[src/rtl/track_ctrl.sv]
// Frame-level box tracker: search/acquire/lock/coast FSM that drives the detector ROI and a
// validated tracked box with centroid. Optional macro TRACK_SMOOTH_EN smooths trk_* while locked.
module track_ctrl #(
  parameter int H_LO        = 169,
  parameter int H_HI        = 799,
  parameter int V_LO        = 51,
  parameter int V_HI        = 499,
  parameter int MIN_W       = 8,
  parameter int MIN_H       = 8,
  parameter int ACQ_HITS    = 3,
  parameter int LOST_MISSES = 4,
  parameter int MARGIN      = 32
) (
  input  logic        clk,
  input  logic        rst_n,
  input  logic        res_vld,
  input  logic [10:0] box_x_min,
  input  logic [10:0] box_x_max,
  input  logic [9:0]  box_y_min,
  input  logic [9:0]  box_y_max,
  output logic [10:0] roi_x_lo,
  output logic [10:0] roi_x_hi,
  output logic [9:0]  roi_y_lo,
  output logic [9:0]  roi_y_hi,
  output logic [10:0] trk_x_min,
  output logic [10:0] trk_x_max,
  output logic [9:0]  trk_y_min,
  output logic [9:0]  trk_y_max,
  output logic [10:0] cx,
  output logic [9:0]  cy,
  output logic        locked,
  output logic        upd,
  output logic        lost
);

  localparam int HCW = $clog2(ACQ_HITS + 1);
  localparam int MCW = $clog2(LOST_MISSES + 1);

  localparam logic [HCW-1:0]    ACQ_LAST  = HCW'(ACQ_HITS - 1);
  localparam logic [MCW-1:0]    MISS_LAST = MCW'(LOST_MISSES - 1);
  localparam logic [10:0]       MIN_W_C   = 11'(MIN_W);
  localparam logic [9:0]        MIN_H_C   = 10'(MIN_H);
  localparam logic [10:0]       FULL_X_LO = 11'(H_LO);
  localparam logic [10:0]       FULL_X_HI = 11'(H_HI);
  localparam logic [9:0]        FULL_Y_LO = 10'(V_LO);
  localparam logic [9:0]        FULL_Y_HI = 10'(V_HI);
  localparam logic signed [12:0] MARGIN_X = 13'(MARGIN);
  localparam logic signed [12:0] H_LO_S   = 13'(H_LO);
  localparam logic signed [12:0] H_HI_S   = 13'(H_HI);
  localparam logic signed [11:0] MARGIN_Y = 12'(MARGIN);
  localparam logic signed [11:0] V_LO_S   = 12'(V_LO);
  localparam logic signed [11:0] V_HI_S   = 12'(V_HI);

  typedef enum logic [1:0] {S_SEARCH, S_ACQUIRE, S_LOCKED, S_COAST} state_e;

  state_e         state_q;
  logic [HCW-1:0] hit_cnt_q;
  logic [MCW-1:0] miss_cnt_q;

  logic        s1_vld_q, hit_q;
  logic [10:0] b_x_min_q, b_x_max_q;
  logic [9:0]  b_y_min_q, b_y_max_q;

  logic [10:0] roi_x_lo_q, roi_x_hi_q, trk_x_min_q, trk_x_max_q, cx_q;
  logic [9:0]  roi_y_lo_q, roi_y_hi_q, trk_y_min_q, trk_y_max_q, cy_q;
  logic        locked_q, upd_q, lost_q;

  // Stage 1: qualify and capture the box; results arriving while the pipe is busy are dropped.
  logic        accept, hit_in;
  logic [10:0] box_w;
  logic [9:0]  box_h;

  assign accept = res_vld && !s1_vld_q && !upd_q;
  assign box_w  = box_x_max - box_x_min;
  assign box_h  = box_y_max - box_y_min;
  assign hit_in = (box_x_min <= box_x_max) && (box_y_min <= box_y_max) &&
                  (box_w >= MIN_W_C) && (box_h >= MIN_H_C);

  // NOTE: sequential state uses non-blocking (<=) so every register samples pre-edge values.
  always_ff @(posedge clk or negedge rst_n) begin
    if (!rst_n) begin
      s1_vld_q  <= 1'b0;
      hit_q     <= 1'b0;
      b_x_min_q <= '0;
      b_x_max_q <= '0;
      b_y_min_q <= '0;
      b_y_max_q <= '0;
    end else begin
      s1_vld_q <= accept;
      if (accept) begin
        hit_q     <= hit_in;
        b_x_min_q <= box_x_min;
        b_x_max_q <= box_x_max;
        b_y_min_q <= box_y_min;
        b_y_max_q <= box_y_max;
      end
    end
  end

`ifdef TRACK_SMOOTH_EN
  function automatic logic [10:0] avg_x(input logic [10:0] a, input logic [10:0] b);
    logic [11:0] s;
    s = {1'b0, a} + {1'b0, b} + 12'd1;
    return 11'(s >> 1);
  endfunction

  function automatic logic [9:0] avg_y(input logic [9:0] a, input logic [9:0] b);
    logic [10:0] s;
    s = {1'b0, a} + {1'b0, b} + 11'd1;
    return 10'(s >> 1);
  endfunction
`endif

  // Next tracked box, its centroid, and the clamped locked ROI around it.
  logic        upd_trk;
  logic [10:0] trk_x_min_d, trk_x_max_d, cx_d, roi_x_lo_lk, roi_x_hi_lk;
  logic [9:0]  trk_y_min_d, trk_y_max_d, cy_d, roi_y_lo_lk, roi_y_hi_lk;
  logic [11:0] sum_x;
  logic [10:0] sum_y;
  logic signed [12:0] x_lo_s, x_hi_s;
  logic signed [11:0] y_lo_s, y_hi_s;

  // NOTE: every always_comb output gets a default first, so no path can infer a latch.
  always_comb begin
    upd_trk     = s1_vld_q && hit_q && ((state_q != S_SEARCH) || (ACQ_HITS <= 1));
    trk_x_min_d = trk_x_min_q;
    trk_x_max_d = trk_x_max_q;
    trk_y_min_d = trk_y_min_q;
    trk_y_max_d = trk_y_max_q;
    if (upd_trk) begin
      trk_x_min_d = b_x_min_q;
      trk_x_max_d = b_x_max_q;
      trk_y_min_d = b_y_min_q;
      trk_y_max_d = b_y_max_q;
`ifdef TRACK_SMOOTH_EN
      if (state_q == S_LOCKED || state_q == S_COAST) begin
        trk_x_min_d = avg_x(trk_x_min_q, b_x_min_q);
        trk_x_max_d = avg_x(trk_x_max_q, b_x_max_q);
        trk_y_min_d = avg_y(trk_y_min_q, b_y_min_q);
        trk_y_max_d = avg_y(trk_y_max_q, b_y_max_q);
      end
`endif
    end

    sum_x = {1'b0, trk_x_min_d} + {1'b0, trk_x_max_d};
    sum_y = {1'b0, trk_y_min_d} + {1'b0, trk_y_max_d};
    cx_d  = 11'(sum_x >> 1);
    cy_d  = 10'(sum_y >> 1);

    // Widened signed math: low edge may go negative, high edge may exceed the coordinate range.
    x_lo_s = $signed({2'b00, trk_x_min_d}) - MARGIN_X;
    x_hi_s = $signed({2'b00, trk_x_max_d}) + MARGIN_X;
    y_lo_s = $signed({2'b00, trk_y_min_d}) - MARGIN_Y;
    y_hi_s = $signed({2'b00, trk_y_max_d}) + MARGIN_Y;
    roi_x_lo_lk = (x_lo_s < H_LO_S) ? FULL_X_LO : 11'(x_lo_s);
    roi_x_hi_lk = (x_hi_s > H_HI_S) ? FULL_X_HI : 11'(x_hi_s);
    roi_y_lo_lk = (y_lo_s < V_LO_S) ? FULL_Y_LO : 10'(y_lo_s);
    roi_y_hi_lk = (y_hi_s > V_HI_S) ? FULL_Y_HI : 10'(y_hi_s);
  end

  // Stage 2: FSM and registered outputs, updated once per accepted result.
  // NOTE: all state, datapath included, is reset so a mid-frame rst_n restores defaults at once.
  always_ff @(posedge clk or negedge rst_n) begin
    if (!rst_n) begin
      state_q     <= S_SEARCH;
      hit_cnt_q   <= '0;
      miss_cnt_q  <= '0;
      roi_x_lo_q  <= FULL_X_LO;
      roi_x_hi_q  <= FULL_X_HI;
      roi_y_lo_q  <= FULL_Y_LO;
      roi_y_hi_q  <= FULL_Y_HI;
      trk_x_min_q <= '0;
      trk_x_max_q <= '0;
      trk_y_min_q <= '0;
      trk_y_max_q <= '0;
      cx_q        <= '0;
      cy_q        <= '0;
      locked_q    <= 1'b0;
      upd_q       <= 1'b0;
      lost_q      <= 1'b0;
    end else begin
      upd_q  <= 1'b0;
      lost_q <= 1'b0;
      if (s1_vld_q) begin
        upd_q       <= 1'b1;
        trk_x_min_q <= trk_x_min_d;
        trk_x_max_q <= trk_x_max_d;
        trk_y_min_q <= trk_y_min_d;
        trk_y_max_q <= trk_y_max_d;
        cx_q        <= cx_d;
        cy_q        <= cy_d;
        roi_x_lo_q  <= FULL_X_LO;
        roi_x_hi_q  <= FULL_X_HI;
        roi_y_lo_q  <= FULL_Y_LO;
        roi_y_hi_q  <= FULL_Y_HI;
        locked_q    <= 1'b0;
        if (((state_q == S_SEARCH || state_q == S_ACQUIRE) && hit_q &&
             (ACQ_HITS <= 1 || (state_q == S_ACQUIRE && hit_cnt_q == ACQ_LAST))) ||
            ((state_q == S_LOCKED || state_q == S_COAST) &&
             (hit_q || (LOST_MISSES > 1 && (state_q == S_LOCKED || miss_cnt_q != MISS_LAST))))) begin
          roi_x_lo_q <= roi_x_lo_lk;
          roi_x_hi_q <= roi_x_hi_lk;
          roi_y_lo_q <= roi_y_lo_lk;
          roi_y_hi_q <= roi_y_hi_lk;
          locked_q   <= 1'b1;
        end
        case (state_q)
          S_SEARCH: begin
            if (hit_q && ACQ_HITS <= 1) begin
              state_q <= S_LOCKED;
            end else if (hit_q) begin
              state_q   <= S_ACQUIRE;
              hit_cnt_q <= HCW'(1);
            end
          end
          S_ACQUIRE: begin
            if (!hit_q) begin
              state_q   <= S_SEARCH;
              hit_cnt_q <= '0;
            end else if (hit_cnt_q == ACQ_LAST) begin
              state_q    <= S_LOCKED;
              hit_cnt_q  <= '0;
              miss_cnt_q <= '0;
            end else begin
              hit_cnt_q <= hit_cnt_q + 1'b1;
            end
          end
          S_LOCKED: begin
            if (!hit_q && LOST_MISSES <= 1) begin
              state_q <= S_SEARCH;
              lost_q  <= 1'b1;
            end else if (!hit_q) begin
              state_q    <= S_COAST;
              miss_cnt_q <= MCW'(1);
            end
          end
          S_COAST: begin
            if (hit_q) begin
              state_q    <= S_LOCKED;
              miss_cnt_q <= '0;
            end else if (miss_cnt_q == MISS_LAST) begin
              state_q    <= S_SEARCH;
              miss_cnt_q <= '0;
              lost_q     <= 1'b1;
            end else begin
              miss_cnt_q <= miss_cnt_q + 1'b1;
            end
          end
          default: state_q <= S_SEARCH;
        endcase
      end
    end
  end

  assign roi_x_lo  = roi_x_lo_q;
  assign roi_x_hi  = roi_x_hi_q;
  assign roi_y_lo  = roi_y_lo_q;
  assign roi_y_hi  = roi_y_hi_q;
  assign trk_x_min = trk_x_min_q;
  assign trk_x_max = trk_x_max_q;
  assign trk_y_min = trk_y_min_q;
  assign trk_y_max = trk_y_max_q;
  assign cx        = cx_q;
  assign cy        = cy_q;
  assign locked    = locked_q;
  assign upd       = upd_q;
  assign lost      = lost_q;

endmodule

[config.mk]
export PLATFORM = sky130hd
export DESIGN_NAME = track_ctrl
export DESIGN_NICKNAME = d
export VERILOG_FILES = /design/src/rtl/track_ctrl.sv
export SDC_FILE = /design/constraint.sdc
export NUM_CORES = 1
export LEC_CHECK = 0
export ABC_AREA = 1
export BUFFER_PORTS_ARGS = -buffer_cell sky130_fd_sc_hd__buf_2
export CORE_AREA = 2 2 93 184
export CTS_CLUSTER_DIAMETER = 60
export DETAILED_ROUTE_END_ITERATION = 12
export DIE_AREA = 0 0 95 186
export PLACE_DENSITY = 0.8
export REMOVE_ABC_BUFFERS = 1
export SYNTH_ARGS = -nofsm -noshare
export SYNTH_HDL_FRONTEND = slang
export SYNTH_SLANG_ARGS = --single-unit
[constraint.sdc]
create_clock -name clk -period 3.6 [get_ports clk]
set_clock_uncertainty 0.05 [all_clocks]
set_input_delay 0.36 -clock clk [delete_from_list [all_inputs] [get_ports clk]]
set_output_delay 0.36 -clock clk [all_outputs]
set_load 0.02 [all_outputs]
==> impl.org, run 1 <==
** Outcome
- Status :: finished with violations
- The checks that failed: negative hold slack.

** Timing
- Fmax achieved :: 333 MHz
- For the pin with the worst max-slew slack, the measured transition is just under 0.9 ns.
- Setup Viol. Count Final :: 0
- Sum of negative setup slack :: 0 ns
- In this run the tightest slew margin relative to its limit is 0.424.
- The count of final max-slew check failures was 0.
- On the final layout, the worst hold slack is -0.0237 ns.
- Dividing the final minimum period by the clock period gives 0.834.
- The worst path needs 3.00 ns of the cycle, external delays included.
- Final hold violation count :: 51
- Unrepaired setup endpoints after global routing :: false

** Layout
- At the end of the flow, the number of nets in the layout was between 1000 and 1500.
- Leaving out fill and tap cells, the most frequent cell in the layout is sky130_fd_sc_hd__nand2_1.
- Leaving out fill and tap cells, the most frequent cells in the layout are sky130_fd_sc_hd__nand2_1 (381), sky130_fd_sc_hd__inv_1 (175), sky130_fd_sc_hd__buf_2 (151).
- Of the cells placed in the final design, the portion with a size suffix greater than 1 is 0.204.
- At the end of the flow the core is filled with cells to 0.651.
- Layout Area Growth over Synthesis :: 16.4%
- The repair_antennas step left the layout with diodes totalling 0.
- Counting the fill cells in the layout gives 1425.

** Die
- Core ar. :: between 15000 and 20000 um^2
- Standard-cell rows :: 66
- Starting utilization of the core area :: 0.559
- In this run the count of I/O pins placed on the die edge is 153.
- Die Width :: 95 um
- Die footprint :: 17700 um^2
- The die is 186 um tall.

** Global route
- In the global route stage, met1 resource usage came out at 0.310.
- The layer flagged by global routing as most heavily used is met2.
- Global routing finished with a remaining overflow of 0.
- Antenna violations before repair :: 0
- Maximum number of pins on one net before global-route repair :: 100
- For this run, global-route usage on met2 was measured as 0.485.
- Total global-route track usage :: 0.277
- The first global-routing pass estimated 37700 um of wire.
- Met3 GRT Util :: 0.0364
- Number of global-route vias before repair :: 8081

** Hold path
- The path class of the tightest hold or removal check is input port to async pin.

** Routing
- Dividing the detail-routed wire length by the instance count gives 15.0 um.
- Summing over every cut layer, the via total after detailed routing is 8200.
- For this run, design rule violations remaining after detail routing come to 0.
- For this block, the routed nets add up to 23400 um of wire.
- The first detailed-routing pass ran for 5 iterations.
- DR vias/cell :: about 5.3
- Number of routed nets with antenna violations :: 0
- Drt initial violations :: 392

** Clock network
- The H-tree generated during clock tree synthesis spans 4 levels.
- After clock tree synthesis, the clock-pin slew on the worst setup and hold paths is 0.07 ns.
- Number of cells upsized or downsized after cts :: 0
- The tree is rooted in a sky130_fd_sc_hd__clkbuf_16.
- For this design, the CTS-stage hold fixing added 0 buffers.
- Num Clock Sinks :: 159
- Longest Clk Path Bufs :: 2
- The number of clock buffers added by TritonCTS is 17.
- TritonCTS clock tree :: yes
- For the worst-skew pair, the clock arrives at the later sink with an insertion delay of 0.43 ns.
- Post-CTS Setup Inserts :: 0

** Synth
- Each instance of the synthesized netlist takes up on average 7.65 um^2.
- Share of the synthesized netlist area taken by xor and xnor gates :: 0.0202
- Synthesis produced 1188 cells.
- Post-synthesis sequential area ratio :: 0.441
- Synthesized-area fraction occupied by ao, oa, aoi and oai cells :: 0.103
- The cell area that synthesis handed to floorplanning was 9090 um^2.
- Number of register bits inferred by synthesis :: 159
- Measured against the total synthesized area, the mux share comes to 0.00124.
- Synth unique cells :: 46
- In the synthesized netlist the dominant register cell turns out to be sky130_fd_sc_hd__dfrtp_1.
- Post-synthesis simple-gate area fraction :: 0.279
- Counting flops with an async set or reset pin after synthesis yields a share of 1.00.
- After synthesis, the largest family of logic cells by area is simple AND/OR/NAND/NOR gates.
- Warnings, synthesis :: 0
- In this run, synthesis inferred 0 flip-flops with an integrated enable.
- Of the total synthesized cell area, the portion taken by full adders, half adders and majority gates is 0.0622.

** Power
- Net load switching power :: 3.55 mW
- Proportion of power drawn by flip-flops and latches :: 0.338
- Reported leakage power :: 5.91 nW
- Portion of total power attributed to the clock network :: 0.217
- Max VDD drop :: about 0.3 mV
- After layout, the design draws a total of 8.05 mW.
- Combinational Power Share :: 0.445
- Switching Share :: 0.441
- Cell Int Power :: 4.50 mW
- Power density of the placed cells :: 761 nW/um^2

** Setup path
- STA puts the critical path data required time at approximately 3.9 ns.
- STA classifies the critical path startpoint as a flip-flop.
- Measured in cells, the most critical reg-to-reg path has a length of 16.
- Maximum net fanout on the critical path :: 43
- The startpoint identified for the worst register-to-register timing path is state_q[0].
- Critical Path Sink Type :: flip-flop
- Worst setup slack for register-to-register paths :: 0.60 ns
- In this run the critical register-to-register path is captured at cx[9].
- STA puts the critical path data arrival time at 3.28 ns.
- Worst Setup Path Type :: flip-flop to flip-flop

** Flow run
- Max-cap violations in this run came to 0.

** Placed design
- RD Place Congestion :: about 0.9
- The count of buffers added on input and output ports is 152.
- Hpwl dp :: ~18000 um
## sequential cells by signal, summed over array words and instances, names as in the netlist, 11 cells and up, named ones only
signal and count:
b_x_max_q 11, b_x_min_q 11, cx 11, roi_x_hi 11, roi_x_lo 11, trk_x_max 11
trk_x_min 11
## metrics by stage
| step | setup WS [ns] | cell area, um^2 | instances |
|---|---|---|---|
| after floorplan | -0.793 | 8920 | 1158 |
| after global routing | 0.214 | 10600 | 1553 |
| after detailed placement | 0.644 | 10000 | 1521 |
| after CTS | 0.637 | 10600 | 1553 |
| final | 0.597 | 10600 | 1553 |
| after global placement | 0.774 | 10000 | 1521 |
## critical path: stages, from the launching register on
cell	delay, ns
sky130_fd_sc_hd__dfrtp_1	0.53
sky130_fd_sc_hd__inv_2	0.09
sky130_fd_sc_hd__nand2_2	0.13
sky130_fd_sc_hd__nand2_4	0.28
sky130_fd_sc_hd__o21ai_0	0.36
sky130_fd_sc_hd__inv_1	0.14
sky130_fd_sc_hd__fa_1	0.42
sky130_fd_sc_hd__inv_1	0.12
sky130_fd_sc_hd__nand4_1	0.10
sky130_fd_sc_hd__nand3_1	0.11
sky130_fd_sc_hd__nand3_1	0.10
sky130_fd_sc_hd__nand2_1	0.08
sky130_fd_sc_hd__nand3_1	0.09
sky130_fd_sc_hd__nand2_1	0.09
sky130_fd_sc_hd__nand3_1	0.07
sky130_fd_sc_hd__nand3_1	0.08
sky130_fd_sc_hd__nand2_1	0.05
## cell type report
class	instances	area, um^2	area share
Clock inverter	14	131	0.0124
Tap cell	204	255	0.0241
Clock buffer	18	439	0.0415
Sequential cell	159	4010	0.379
Timing Repair Buffer	159	832	0.0786
Inverter	182	688	0.0650
Multi-Input combinational cell	817	4230	0.400
## kinds of logic after synthesis
logic type                 count (synthesis)
adders and majority gates                 44
buffers and inverters                    212
muxes                                      1
xor gates and xnor gates                  21
and+or+nand+nor                          593
DFF                                      159
AOI/OAI and AO/OA                        158
## metal layers
metal | wire, um | vias to the layer above | part of all wire
met4 | 1350 | 0 | 0.058
li1 | - | 4038 | -
met5 | 0 | - | 0
met3 | 943 | 82 | 0.040
met2 | 12200 | 261 | 0.52
met1 | 8880 | 3819 | 0.38
## worst max path at each step
stage                         to  cells after the start       start  slack (ns)
global placement           cx[9]                     16  state_q[0]        0.77
global route               cx[9]                     18  state_q[0]        0.21
floorplan           b_x_max_q[0]                      3    s1_vld_q       -0.79
detailed placement         cx[9]                     16  state_q[0]        0.64
CTS                        cx[9]                     16  state_q[0]        0.64
finish                     cx[9]                     16  state_q[0]        0.60
## Yosys cell counts, types with 2 or more instances
| cell type | count | area share |
|---|---|---|
| sky130_fd_sc_hd__or2_2 | 12 | 0.0083 |
| sky130_fd_sc_hd__o21ai_1 | 15 | 0.0083 |
| sky130_fd_sc_hd__o21ai_2 | 11 | 0.011 |
| sky130_fd_sc_hd__buf_6 | 6 | 0.0074 |
| sky130_fd_sc_hd__xor2_1 | 11 | 0.011 |
| sky130_fd_sc_hd__nand2_2 | 13 | 0.0089 |
| sky130_fd_sc_hd__inv_2 | 5 | 0.0021 |
| sky130_fd_sc_hd__nor2_1 | 75 | 0.031 |
| sky130_fd_sc_hd__buf_2 | 4 | 0.0022 |
| sky130_fd_sc_hd__nand3b_1 | 8 | 0.0066 |
| sky130_fd_sc_hd__a31oi_1 | 3 | 0.0021 |
| sky130_fd_sc_hd__inv_1 | 175 | 0.072 |
| sky130_fd_sc_hd__nand2_4 | 2 | 0.0025 |
| sky130_fd_sc_hd__o21bai_1 | 7 | 0.0058 |
| sky130_fd_sc_hd__o21a_1 | 3 | 0.0025 |
| sky130_fd_sc_hd__o21ai_4 | 3 | 0.0054 |
| sky130_fd_sc_hd__nand2_1 | 381 | 0.16 |
| sky130_fd_sc_hd__fa_1 | 2 | 0.0044 |
| sky130_fd_sc_hd__nand4_1 | 18 | 0.012 |
| sky130_fd_sc_hd__nor2_4 | 2 | 0.0025 |
| sky130_fd_sc_hd__ha_1 | 42 | 0.058 |
| sky130_fd_sc_hd__buf_4 | 2 | 0.0017 |
| sky130_fd_sc_hd__dfstp_2 | 22 | 0.064 |
| sky130_fd_sc_hd__nand3_2 | 3 | 0.0033 |
| sky130_fd_sc_hd__o21ai_0 | 72 | 0.040 |
| sky130_fd_sc_hd__clkbuf_1 | 18 | 0.0074 |
| sky130_fd_sc_hd__nor3_1 | 9 | 0.0050 |
| sky130_fd_sc_hd__a21oi_1 | 32 | 0.018 |
| sky130_fd_sc_hd__nor2_2 | 3 | 0.0021 |
| sky130_fd_sc_hd__xnor2_1 | 10 | 0.0096 |
| sky130_fd_sc_hd__o211ai_1 | 2 | 0.0017 |
| sky130_fd_sc_hd__a31o_2 | 3 | 0.0029 |
| sky130_fd_sc_hd__dfrtp_1 | 137 | 0.38 |
| sky130_fd_sc_hd__nand3_1 | 65 | 0.036 |
## power by group through the flow
stage | clock [mW] | sequential, mW | combinational (mW)
CTS | 1.78 | 2.72 | 3.58
detailed placement | 0 | 2.74 | 3.55
global route | 1.83 | 2.77 | 4.00
finish | 1.75 | 2.72 | 3.58
floorplan | 0 | 3.16 | 1.97
global placement | 0 | 2.73 | 3.46
Power figures use the tool's default switching activity.
==> run 2, diff against run 1 <==
- ABC_AREA: 1 -> 0
- CORE_AREA: 2 2 93 184 -> 2 2 90 179
- DIE_AREA: 0 0 95 186 -> 0 0 92 181
- PLACE_DENSITY: 0.8 -> 0.81
- clock period: 3.6 -> 3.1 ns (I/O delays scaled with it)
==> run 2 against run 1 <==
  * The flow now finishes without violations
  * Core utilization up 7.6 points
  * Worst setup slack got worse by 0.58 ns
  * Cell area rose by 4.4%
  * Largest power group unchanged
  * Non-clock buffer count is 80 higher
  * Flip-flop and latch count unchanged
  * Total power about the same
  * Combinational power shrank 15%
  * Via count down 8.8%
  * Maximum frequency shrank 2.5%
  * Sequential share of layout area is 1.6 points lower
  * First-iteration DRC count fell by 7.1%
  * Clock power is 25% higher
==> impl.org, run 2 <==
** Timing
- The final period demand of the worst path was 3.08 ns (+0.0774 ns).
- Crit share post-route :: 0.994 (+0.160)
- Worst-Margin Slew :: 0.754 ns (-0.111 ns)
- The normalized max-slew margin was 0.497 (+0.0737).
- Final hold violation count :: 0 (-100%)
- The number of endpoints failing setup at the final stage was 0 (unchanged).
- Number of pins exceeding their max-slew limit in the final report :: 0 (unchanged)
- The top achievable clock speed came to 325 MHz (-2.5%).

** Layout
- Share of layout cells above drive strength 1 :: 0.382 (+0.178)
- Leaving out fill and tap cells, the most frequent cell in the layout is sky130_fd_sc_hd__buf_2.
- Leaving out fill and tap cells, the most frequent cells in the layout are sky130_fd_sc_hd__buf_2 (151), sky130_fd_sc_hd__dfrtp_1 (135), sky130_fd_sc_hd__nand2_1 (118).
- The number of diodes added for antenna fixing came to 0 (unchanged).
- Number of nets at the end of the flow :: 1154 (-19%)
- Layout Area Growth over Synthesis :: 29.5%
- Fin cells :: 1274 (-18%)

** Global route
- First-pass GRT wire length :: 40200 um (+6.4%)
- Maximum number of pins on one net before global-route repair :: 82 (-18%)
- The aggregate global-route resource usage was 0.318 (+0.0408).
- Sum of overflow across all layers after global routing :: 0 (unchanged)
- The initial antenna violation count was 0 (unchanged).
- The via count of the first global-routing pass was 7773 (-3.8%).

** Routing
- Number of routed nets with antenna violations :: 0 (unchanged)
- Drt initial violations :: 364 (-7.1%)
- The number of optimization iterations in the first detailed-route pass was 4 (-1).
- DR WL/cell :: 20.6 um (+37%)
- The number of vias after detailed routing came to 7477 (-8.8%).
- The routed wire length is 26200 um (+12%).
- The mean number of vias per cell came to 5.87 (+11%).
- The DRC violation count after routing was 0 (unchanged).

** Die
- The initial standard-cell utilization of the core is 0.561 (+0.00218).
- The count of boundary I/O pins came to 153 (unchanged).
- Core ar. :: 15200 um^2 (-6.5%)
- Die Width :: 92 um (-3.2%)
- Vert. Die Dim :: 181 um (-2.7%)
- Die footprint :: 16700 um^2 (-5.8%)
- The standard-cell row count is 64 (-3.0%).

** Placed design
- Quantity of I/O buffers inserted on ports :: 152 (unchanged)
- Hpwl dp :: 19000 um (+6.2%)
- RD Place Congestion :: 0.943 (+2.6%)
- The number of cells after detailed placement was 1226 (-19%).

** Power
- Reported leakage power :: 5.72 nW (-3.1%)
- The power density over cell area came to 729 nW/um^2 (-4.1%).
- The maximum ir drop on the vdd rail is 0.489 mV (+65%).
- Total power :: 8.06 mW (about the same)

** Synth
- Dominant cell type by area after synthesis :: sky130_fd_sc_hd__dfrtp_1
- The unique cell type count in the Yosys netlist is 72 (+57%).
- The async set or reset register ratio after synthesis is 1.00 (unchanged).
- By instance count, the leading cell after synthesis is sky130_fd_sc_hd__dfrtp_1.
- The synthesized area was 8530 um^2 (-6.1%).
- Count of flip-flops with a built-in enable after synthesis :: 0 (unchanged)
- Number of register bits inferred by synthesis :: 159 (unchanged)
- Commonest cells post-synth :: sky130_fd_sc_hd__dfrtp_1 (137), sky130_fd_sc_hd__nand2_1 (126), sky130_fd_sc_hd__inv_1 (67)
- Biggest area contributors in the synthesized netlist :: sky130_fd_sc_hd__dfrtp_1 (40%), sky130_fd_sc_hd__mux2_2 (7.3%), sky130_fd_sc_hd__dfstp_2 (6.8%)
- The number of warnings issued by yosys was 0 (unchanged).
- The gate count of the mapped netlist came to 835 (-30%).
- Top-area cell type share of the netlist area :: 0.402 (+0.0245)
- The mean instance size in the synthesized netlist was 10.2 um^2 (+34%).
- The portion of the post-synthesis area used by sequential elements came to 0.469 (+0.0287).
- Among all flip-flop cells after synthesis, the most frequent one is sky130_fd_sc_hd__dfrtp_1.

** Clock network
- Num Clock Sinks :: 159 (unchanged)
- The latest clock arrival within the worst-skew pair was 0.43 ns (about the same).
- CTS placed an instance of sky130_fd_sc_hd__clkbuf_16 at the clock tree root.
- # H-tree levels :: 4 (unchanged)
- The TritonCTS buffer count was 17 (unchanged).
- The number of buffers on the longest clock path was 2 (unchanged).
- The clock-pin slew on the worst setup and hold paths is 0.06 ns (about the same).
- TritonCTS built the clock tree.

** Setup path
- The maximum fanout count along the critical path is 7 (-84%).
- The required time of the worst setup path is 3.35 ns (-0.53 ns).
- The worst setup path is launched from a flip-flop.
- Data arrival time at the worst-slack endpoint :: 3.33 ns (+0.05 ns)
- Critical Path Sink Type :: flip-flop
- Worst Setup Path Type :: flip-flop to flip-flop

** Hold path
- In this run the worst hold path is classified as input port to flip-flop.

** Outcome
- The run finished with clean final reports.

** Flow run
- Maximum Capacitance Violations :: 0 (unchanged)
run 2: cell types whose count changed after synthesis, sizes merged, moves of 10 or more:
| cell | previous run | this run |
|---|---|---|
| a21oi | 32 | 45 |
| xnor2 | 10 | 27 |
| mux2i | 0 | 21 |
| mux2 | 1 | 57 |
| o2bb2ai | 0 | 11 |
| inv | 180 | 67 |
| o21ai | 101 | 29 |
| nand2 | 396 | 129 |
| nand3 | 68 | 12 |
| nand4 | 19 | 6 |
| o22a | 0 | 13 |
| nor2 | 80 | 47 |
| nor2b | 0 | 10 |
run 2: layer usage:
metal / share of wire / global-route usage / wire length (um)
met3: 0.047 / 0.0550 / 1230
met1: 0.33 / 0.308 / 8560
met2: 0.54 / 0.598 / 14300
met5: 0 / 0 / 0
met4: 0.083 / 0.207 / 2170
run 2: where the power goes:
group	internal, mW	switching, mW	leakage, nW
sequential	2.49	0.345	2.01
clock	1.36	0.829	0.291
combinational	1.27	1.78	3.42
total	5.11	2.95	5.72
run 2: critical path, stage by stage (launching register included):
cell                       delay [ns]
sky130_fd_sc_hd__dfrtp_1         0.44
sky130_fd_sc_hd__o211ai_4        0.23
sky130_fd_sc_hd__buf_6           0.12
sky130_fd_sc_hd__buf_8           0.11
sky130_fd_sc_hd__buf_4           0.12
sky130_fd_sc_hd__nand2_2         0.07
sky130_fd_sc_hd__nand2_2         0.10
sky130_fd_sc_hd__ha_4            0.21
sky130_fd_sc_hd__buf_4           0.14
sky130_fd_sc_hd__nor2b_1         0.12
sky130_fd_sc_hd__o21ai_1         0.12
sky130_fd_sc_hd__nand2b_1        0.13
sky130_fd_sc_hd__a21oi_4         0.26
sky130_fd_sc_hd__o31ai_4         0.12
sky130_fd_sc_hd__nor4_4          0.28
sky130_fd_sc_hd__and4b_1         0.27
sky130_fd_sc_hd__nor3b_2         0.05
run 2: path summary, 6_finish.rpt:
| path | start | to | slack [ns] | depth (start not counted) |
|---|---|---|---|---|
| worst max-delay path | flip-flop | cx[9] | 0.02 | 16 |
| max in group asynchronous | rst_n | roi_y_lo[5] | 1.65 | 3 |
| worst min register to register | cy[0] | cy[0] | 0.43 | 2 |
| worst max register to register | flip-flop | cx[9] | 0.02 | 16 |
| worst min-delay path | box_x_min[2] | b_x_min_q[2] | 0.08 | 2 |
| min in group asynchronous | rst_n | trk_y_max[0] | 0.46 | 2 |
run 2: what timing repair did:
item / 4_1_cts / 5_1_grt
setup endpoints to repair: 11 / 22
gates cloned: 1 / 0
setup buffers: 7 / 9
endpoints found under the hold margin: 68 / 0
pin swaps: 7 / 24
hold buffers: 1 / 0
resized for setup: 8 / 65
run 2: cells by family after synthesis:
group                    synth area share
AO/OA/AOI/OAI                       0.135
multiplexers                        0.104
adder cells (fa/ha/maj)            0.0699
flip-flops                          0.469
XOR/XNOR                           0.0359
buffers and inverters              0.0513
AND/OR/NAND/NOR                     0.134
run 2: stage by stage:
stage | cell area (um^2) | setup WS (ns) | hold WS [ns] | util | setup TNS, ns
final | 11100 | 0.0192 | 0.0781 | 0.726 | 0
after detailed placement | 9930 | -0.124 | 0.360 | 0.653 | -0.411
after floorplan | 8350 | -2.30 | -0.0356 | - | -147.29
after CTS | 10700 | 0.000304 | 0.0710 | 0.700 | 0
after global placement | 9930 | -0.0717 | 0.352 | 0.653 | -0.161
after global routing | 11100 | -0.114 | 0.0795 | 0.726 | -0.363
run 2: final cells by class:
| class | count | area (um^2) |
|---|---|---|
| multi-input cells | 580 | 4420 |
| fillers | 1100 | 4160 |
| flip-flops and latches | 159 | 4010 |
| repair buffers | 239 | 1510 |
| clock buffers | 19 | 443 |
| inverters | 68 | 255 |
| well taps | 198 | 248 |
| clock inverters | 11 | 166 |
